$ cat src/rtl/uart_pkg.sv
// Shared UART constants and the FIFO status layout used when mapping flags into a
// host-visible status register.
package uart_pkg;

  localparam int UART_DATA_WIDTH      = 8;
  localparam int UART_FIFO_ADDR_WIDTH = 4;

  typedef struct packed {
    logic empty;
    logic full;
    logic almost_empty;
    logic almost_full;
    logic overflow;
    logic underflow;
  } fifo_status_t;

endpackage

$ cat src/rtl/uart_fifo_ram.sv
// Dual-port FIFO storage: synchronous write, asynchronous read so the head word is
// visible in the same cycle it is addressed (first-word-fall-through).
module uart_fifo_ram #(
  parameter int ADDR_WIDTH = 4,
  parameter int DATA_WIDTH = 8
) (
  input  logic                  clk_i,
  input  logic                  w_en_i,
  input  logic [ADDR_WIDTH-1:0] w_addr_i,
  input  logic [DATA_WIDTH-1:0] w_data_i,
  input  logic [ADDR_WIDTH-1:0] r_addr_i,
  output logic [DATA_WIDTH-1:0] r_data_o
);

  localparam int DEPTH = 1 << ADDR_WIDTH;

  logic [DATA_WIDTH-1:0] mem_q [DEPTH];

  // Contents are deliberately not reset; the empty flag guards stale words.
  always_ff @(posedge clk_i) begin
    if (w_en_i) begin
      mem_q[w_addr_i] <= w_data_i;
    end
  end

  assign r_data_o = mem_q[r_addr_i];

endmodule

$ cat src/rtl/uart_fifo_buf.sv
// Synchronous FWFT FIFO between the UART serial engines and the host bus, with
// occupancy count, threshold flags and sticky overflow/underflow errors.
module uart_fifo_buf
  import uart_pkg::*;
#(
  parameter int ADDR_WIDTH   = UART_FIFO_ADDR_WIDTH,
  parameter int DATA_WIDTH   = UART_DATA_WIDTH,
  parameter int AFULL_LEVEL  = (1 << ADDR_WIDTH) - 2,
  parameter int AEMPTY_LEVEL = 2
) (
  input  logic                  clk,
  input  logic                  reset_n,
  input  logic                  wr,
  input  logic [DATA_WIDTH-1:0] w_data,
  input  logic                  rd,
  output logic [DATA_WIDTH-1:0] r_data,
  output logic                  empty,
  output logic                  full,
  output logic                  almost_empty,
  output logic                  almost_full,
  output logic [ADDR_WIDTH:0]   count,
  output logic                  overflow,
  output logic                  underflow,
  input  logic                  clr_err
);

  localparam logic [ADDR_WIDTH:0] DEPTH_CNT  = {1'b1, {ADDR_WIDTH{1'b0}}};
  localparam logic [ADDR_WIDTH:0] AFULL_CNT  = AFULL_LEVEL[ADDR_WIDTH:0];
  localparam logic [ADDR_WIDTH:0] AEMPTY_CNT = AEMPTY_LEVEL[ADDR_WIDTH:0];

  logic [ADDR_WIDTH-1:0] w_ptr_q, w_ptr_d;
  logic [ADDR_WIDTH-1:0] r_ptr_q, r_ptr_d;
  logic [ADDR_WIDTH:0]   count_q, count_d;
  logic                  overflow_q, overflow_d;
  logic                  underflow_q, underflow_d;
  logic                  wr_ok, rd_ok;
  fifo_status_t          status;

  // A write into a full FIFO is still legal when a read frees the head slot.
  assign wr_ok = wr && (!status.full || rd);
  assign rd_ok = rd && !status.empty;

  always_comb begin
    w_ptr_d     = w_ptr_q;
    r_ptr_d     = r_ptr_q;
    count_d     = count_q;
    overflow_d  = overflow_q && !clr_err;
    underflow_d = underflow_q && !clr_err;
    if (wr_ok) w_ptr_d = w_ptr_q + ADDR_WIDTH'(1);
    if (rd_ok) r_ptr_d = r_ptr_q + ADDR_WIDTH'(1);
    case ({wr_ok, rd_ok})
      2'b10:   count_d = count_q + (ADDR_WIDTH+1)'(1);
      2'b01:   count_d = count_q - (ADDR_WIDTH+1)'(1);
      default: count_d = count_q;
    endcase
    if (wr && !wr_ok) overflow_d  = 1'b1;
    if (rd && !rd_ok) underflow_d = 1'b1;
  end

  always_ff @(posedge clk) begin
    if (!reset_n) begin
      w_ptr_q     <= '0;
      r_ptr_q     <= '0;
      count_q     <= '0;
      overflow_q  <= 1'b0;
      underflow_q <= 1'b0;
    end else begin
      w_ptr_q     <= w_ptr_d;
      r_ptr_q     <= r_ptr_d;
      count_q     <= count_d;
      overflow_q  <= overflow_d;
      underflow_q <= underflow_d;
    end
  end

  always_comb begin
    status              = '0;
    status.empty        = (count_q == '0);
    status.full         = (count_q == DEPTH_CNT);
    status.almost_empty = (count_q <= AEMPTY_CNT);
    status.almost_full  = (count_q >= AFULL_CNT);
    status.overflow     = overflow_q;
    status.underflow    = underflow_q;
  end

  // Storage writes are gated by reset so a push in the reset cycle leaves no trace.
  uart_fifo_ram #(
    .ADDR_WIDTH(ADDR_WIDTH),
    .DATA_WIDTH(DATA_WIDTH)
  ) u_ram (
    .clk_i   (clk),
    .w_en_i  (wr_ok && reset_n),
    .w_addr_i(w_ptr_q),
    .w_data_i(w_data),
    .r_addr_i(r_ptr_q),
    .r_data_o(r_data)
  );

  assign empty        = status.empty;
  assign full         = status.full;
  assign almost_empty = status.almost_empty;
  assign almost_full  = status.almost_full;
  assign overflow     = status.overflow;
  assign underflow    = status.underflow;
  assign count        = count_q;

endmodule

$ cat config.mk
export PLATFORM = sky130hd
export DESIGN_NAME = uart_fifo_buf
export DESIGN_NICKNAME = d
export VERILOG_FILES = /design/src/rtl/uart_pkg.sv /design/src/rtl/uart_fifo_ram.sv /design/src/rtl/uart_fifo_buf.sv
export SDC_FILE = /design/constraint.sdc
export NUM_CORES = 1
export LEC_CHECK = 0
export BUFFER_PORTS_ARGS = -buffer_cell sky130_fd_sc_hd__buf_2
export CAP_MARGIN = 20
export CORE_UTILIZATION = 50
export CTS_CLUSTER_DIAMETER = 200
export DETAILED_ROUTE_END_ITERATION = 10
export PLACE_DENSITY = 0.7
export SYNTH_ARGS = -nofsm -noshare
export SYNTH_HDL_FRONTEND = slang
export SYNTH_SLANG_ARGS = --single-unit
$ cat constraint.sdc
create_clock -name clk -period 2.8 [get_ports clk]
set_input_delay 0.14 -clock clk [delete_from_list [all_inputs] [get_ports clk]]
set_output_delay 0.14 -clock clk [all_outputs]
set_load 0.02 [all_outputs]
# After elaboration in Yosys (flattened, before gate mapping)
# Memories as Yosys holds them, arrays and structs flattened. A register that Yosys moved wholly into a read port is not among the register bits.
# Index checks and enable logic that the tools add are counted.
[totals] ff_bits=15 latch_bits=0 ram_bits=128 romBits=0 in_bits=13 output_inout_bits=19 word_cells=37 n_memories=1
[op_classes] addsub=4 multipliers=0 div=0 n_lt_le_gt_ge=2 eq_ne=3 shift=0 muxes=7 bitwise_logic=0 n_reduce_logical=15
[memory_table] name="u_ram.mem_q" words=16 width=8 rd=1 rd_clocked_by_memory_dff=1 wr=1 line="uart_fifo_ram.sv:17" rtl="logic [DATA_WIDTH-1:0] mem_q [DEPTH];"
[op_table] cell="$pmux 5 s2" n=1
[op_table] cell="$add 4x1->4 const B" n=2
[op_table] cell="$mux 4" n=2
[op_table] cell="$logic_and 1x1->1" n=7
[op_table] cell="$add 5x1->5 const B" n=1
[op_table] cell="$eq 5x5->1 const B" n=1
[op_table] cell="$ge 5x4->1 const B" n=1
[op_table] cell="$le 5x2->1 const B" n=1
[op_table] cell="$logic_not 1->1" n=5
[op_table] cell="$logic_not 5->1" n=1
[op_table] cell="$sub 5x1->5 const B" n=1
[op_table] cell="$mux 1" n=4
[op_table] cell="$eq 2x1->1 const B" n=1
[op_table] cell="$eq 2x2->1 const B" n=1
[op_table] cell="$reduce_bool 2->1" n=1
[op_table] cell="$logic_or 1x1->1" n=1

# Longest topological paths before layout
[depth] ltp_word=7 depth_mapped=10 ltp_nobuf=9

# Modules after synthesis
# Synthesis repeated with hierarchy kept, for this count alone.
[hier_totals] hier_cells=316 area_unflattened_um2=5796.8
[by_module_without_submodules] mod="uart_fifo_ram" instances=1 cells_each=221 area_each_um2=4987.3 seq_area_each_um2=3843.7
[by_module_without_submodules] mod="uart_fifo_buf" instances=1 cells_each=95 area_each_um2=809.5 seq_area_each_um2=300.3

# Least setup slack after synthesis
# OpenSTA, ideal clock, no wires.
[synth_path] kind="reg2reg" start="reg count_q[1] (netlist: count[1])" end="reg count_q[3] (netlist: count[3])" setup_time_ns=0.062 t_arrival_ns=2.702 required_ns=2.738 setup_slack_ns=0.035 stages_incl_launch_ff=11 path_buffers=1 period_less_slack_ns=2.765 path_cell_list="dfxtp_1 -> or4_4 -> buf_6 -> o21ai_4 -> inv_1 -> ha_1 -> ha_1 -> a21o_1 -> a21oi_1 -> or4b_2 -> nand3_1"
[synth_between] word_cells_on_any_way=13 cone_classes="add/sub: 2; eq/ne: 3; mux: 1; reduce/logical: 7"
[synth_lines] element="start, declared" line="uart_fifo_buf.sv:33" rtl="logic [ADDR_WIDTH:0] count_q, count_d;"
[synth_lines] element="start signal, assigned" line="uart_fifo_buf.sv:70" rtl="count_q <= count_d;"
[synth_lines] element="$logic_not 5->1 (*)" line="uart_fifo_buf.sv:78" rtl="status.empty = (count_q == '0);"
[synth_lines] element="$logic_not 1->1 (*)" line="uart_fifo_buf.sv:41" rtl="assign rd_ok = rd && !status.empty;"
[synth_lines] element="$logic_and 1x1->1 (*)" line="uart_fifo_buf.sv:41"
[synth_lines] element="net rd_ok" line="uart_fifo_buf.sv:36" rtl="logic wr_ok, rd_ok;"
[synth_lines] element="$eq 2x1->1 / $eq 2x2->1 (equally long branches)" line="uart_fifo_buf.sv:51" rtl="case ({wr_ok, rd_ok})"
[synth_lines] element="$pmux 5 s2 / $reduce_bool 2->1 (equally long branches)"
# Mark *: on every way through the listed nets, which the timed path passes. The rest lies on a longest branch.
# A chain may end at the register's enable or synchronous reset.

# Worst setup path after layout
[layout_path] start="reg count_q[2] (netlist: count[2])" end="reg count_q[3] (netlist: count[3])"
[layout_between] elab_chain_len=6 word_cells_on_any_way=13 cone_classes="add/sub: 2; eq/ne: 3; mux: 1; reduce/logical: 7"
[layout_rtl] element="$eq 5x5->1" line="uart_fifo_buf.sv:79" rtl="status.full = (count_q == DEPTH_CNT);"
[layout_rtl] element="$logic_not 1->1" line="uart_fifo_buf.sv:40" rtl="assign wr_ok = wr && (!status.full || rd);"
[layout_rtl] element="$logic_or 1x1->1" line="uart_fifo_buf.sv:40"
[layout_rtl] element="$logic_and 1x1->1" line="uart_fifo_buf.sv:40"
[layout_rtl] element="$eq 2x1->1 / $eq 2x2->1 (equally long branches)" line="uart_fifo_buf.sv:51"
[layout_rtl] element="$pmux 5 s2 / $reduce_bool 2->1 (equally long branches)"
# Parallel ways exist; a longest one is shown, timed or not.

==> flow_summary_export.csv <==
group,metric,value,unit
global_routing,grt_pass1_vias,3146,
power_and_ir_drop,p_per_area,864,nW/um2
layout,instances_no_fill,535,
worst_setup_path,worstPathMaxFanout,6,
power_and_ir_drop,p_leak,0.00236,uW
synthesis,synth-seq-area-share,71.8,%
global_routing,overflow,0,
layout,nets,402,
sta,finalMaxSlewViolations,0,
clock_tree,cts_tree,"yes",
layout,antenna_cells,0,
place,dp_hpwl,6960,um
floorplan,die_y,111,um
power_and_ir_drop,switchingPower,1590,uW
synthesis,synth-edff-count,128,
place,numPortBuffers,31,
synthesis,syn_area,5890,um2
routing,drc,0,
power_and_ir_drop,p_comb_share,22.5,%
worst_setup_path,crit_arrival,2.97,ns
global_routing,grt_pass1_wl,17300,um
run,maxCapViolCount,0,
synthesis,synthCells,324,
synthesis,synth.top_cell.area_share,65.3,%
clock_tree,cts_root_buf,"clkbuf_16",
clock_tree,cts_sinks,147,
worst_setup_path,cp.required,3.16,ns
synthesis,synthTopCellsByArea,"edfxtp_1 65%, mux4_2 12%, dfxtp_1 6.5%",
clock_tree,clk_pin_slew,0.06,ns
sta,tightest_slew,0.805,ns
sta,whs,0.0566,ns
worst_setup_path,cp-start-kind,"flip-flop",
sta,relSlewSlack,46.2,%
clock_tree,clk_latency,0.42,ns
synthesis,synth_nets,347,
synthesis,synth_top_family_by_area,"multiplexers",
clock_tree,numCtsBuffers,17,
place,dpl.cell_count,503,
sta,finalCriticalPeriod,2.61,ns
layout,ff_latch_area,4230,um2
synthesis,synth_mux_area_share,12.8,%
power_and_ir_drop,p_seq_share,43.1,%
power_and_ir_drop,intPower,4360,uW
global_routing,grt_max_degree,33,
synthesis,synth_adder_area_share,2.25,%
global_routing,antenna_found_initial,0,
place,placed_area,6330,um2
routing,wl_per_cell,20.6,um
layout,num-fill-cells,829,
layout,multi_input_area,1600,um2
synthesis,synthSimpleGateAreaFrac,6.48,%
worst_setup_path,crit_type,"flip-flop to flip-flop",
outcome,status,"completed",
routing,detail-route-antenna-nets,0,
floorplan,start_util,51.3,%
sta,fin_crit_sh,93.2,%
clock_tree,cts_buffer_depth,2,
floorplan,ioPinCount,32,
synthesis,ys.flop_type,"edfxtp_1",
min_path,min_path_type,"input pin to flip-flop",
synthesis,avgSynthCellArea,18.2,um2
sta,setup_violations,0,
clock_tree,htree_levels,4,
sta,skew,0.0214,ns
layout,fin_area,6880,um2
routing,wl,11000,um
synthesis,yosys.area.top_type,"edfxtp_1",
power_and_ir_drop,ir_worst_vdd,0.665,mV
synthesis,synth_cell_types,37,
layout,area_delta_synth_final,16.9,%
routing,routed_via_density,5.72,
routing,vias,3062,
synthesis,ys_ff_latch,147,
power_and_ir_drop,switching_share,26.7,%
floorplan,rows,39,
sta,hold_viol_final,0,
routing,first_pass_iters,4,
synthesis,yosysMostFrequentCell,"edfxtp_1",
synthesis,synth_commonest_cells,"128 x edfxtp_1, 32 x mux4_2, 19 x dfxtp_1",
floorplan,dieArea,12200,um2
synthesis,synth_xor_area_share,0.744,%
synthesis,synth-warning-count,0,
floorplan,core_area,11500,um2
routing,drt_iter0_drc,233,
clock_tree,cts_hold_buf,0,
sta,timing.fmax,383,MHz
power_and_ir_drop,clkPwrFrac,34.4,%
layout,drive_gt1_share,31.1,%
synthesis,async_flop_share,0,%
sta,final.setup.tns,0,ns
place,gp_congestion,0.748,
global_routing,gr-usage-all-layers,19.4,%
sta,rsz0062_at_grt,"false",
synthesis,synth_compound_area_share,4.36,%
floorplan,die_x,111,um
worst_setup_path,critPathCaptureType,"flip-flop",
placed cells by master, fill, tap and decap left out, drive strengths merged, types with 6 or more instances in the layout:
cell    instances
a22oi          16
edfxtp        128
nand3          10
clkbuf         28
ha              9
and2            7
mux4           32
nor2           16
nor2b           8
dfxtp          19
nor3            6
nand2          16
buf            52
state kept, by name, indices dropped and copies added, names as in the netlist, named ones only:
signal,cells
overflow,1
count,5
r_ptr_q,4
u_ram.mem_q,128
underflow,1
w_ptr_q,4
metal layers:
layer | track usage, % | wire (um)
met5 | 0 | 0
met2 | 31.2 | 5640
met3 | 5.60 | 557
met4 | 7.64 | 119
met1 | 25.0 | 4720
worst max-delay path: stages (launching register included):
cell,delay (ns)
dfxtp_1,0.37
or4_4,0.61
o31ai_4,0.32
ha_4,0.24
ha_1,0.28
or4b_2,0.66
nand3_1,0.08
metrics by stage:
| step | util, % | setup WS, ns | total power [uW] |
|---|---|---|---|
| 6_report | 60.0 | 0.190 | 5950 |
| 5_1_grt | 60.0 | 0.0560 | 6190 |
| 4_1_cts | 59.9 | 0.0830 | 5970 |
| 3_5_place_dp | 55.2 | 0.0995 | 3940 |
| 3_3_place_gp | 55.2 | 0.215 | 3910 |
| 2_1_floorplan | - | 0.0353 | 3610 |
what timing repair did:
| action | 4_1_cts | 5_1_grt |
|---|---|---|
| setup endpoints to repair | 0 | 1 |
| resized for setup | 0 | 2 |
| setup buffers | 0 | 0 |
power by group through the flow:
stage / sequential, uW / combinational, uW / clock, uW
floorplan: 2610 / 995 / 0
global placement: 2600 / 1320 / 0
detailed placement: 2610 / 1330 / 0
CTS: 2560 / 1340 / 2070
global route: 2570 / 1450 / 2170
finish: 2560 / 1340 / 2050
cell families after synthesis:
kind of cell | count (synthesis)
simple gates | 73
compound gates | 34
fa+ha+maj | 10
flops | 147
mux | 35
xor+xnor | 5
buf+inv | 20
final cells by class:
class / count / share of cell area (%)
multi-input cells: 157 / 23.2
repair buffers: 52 / 4.73
inverters: 4 / 0.218
clock inverters: 4 / 0.309
well taps: 143 / 2.60
flip-flops and latches: 147 / 61.4
clock buffers: 28 / 7.53
path summary, 6_finish.rpt:
| kind | from | end | slack (ns) | cells after the start |
|---|---|---|---|---|
| worst max-delay path | count[2] | count[3] | 0.19 | 6 |
| worst min-delay path | clr_err | overflow | 0.06 | 4 |
| worst max register to register | count[2] | count[3] | 0.19 | 6 |
| worst min register to register | w_ptr_q[1] | w_ptr_q[1] | 0.54 | 2 |
Note: power is estimated with default switching activity, not from simulation.
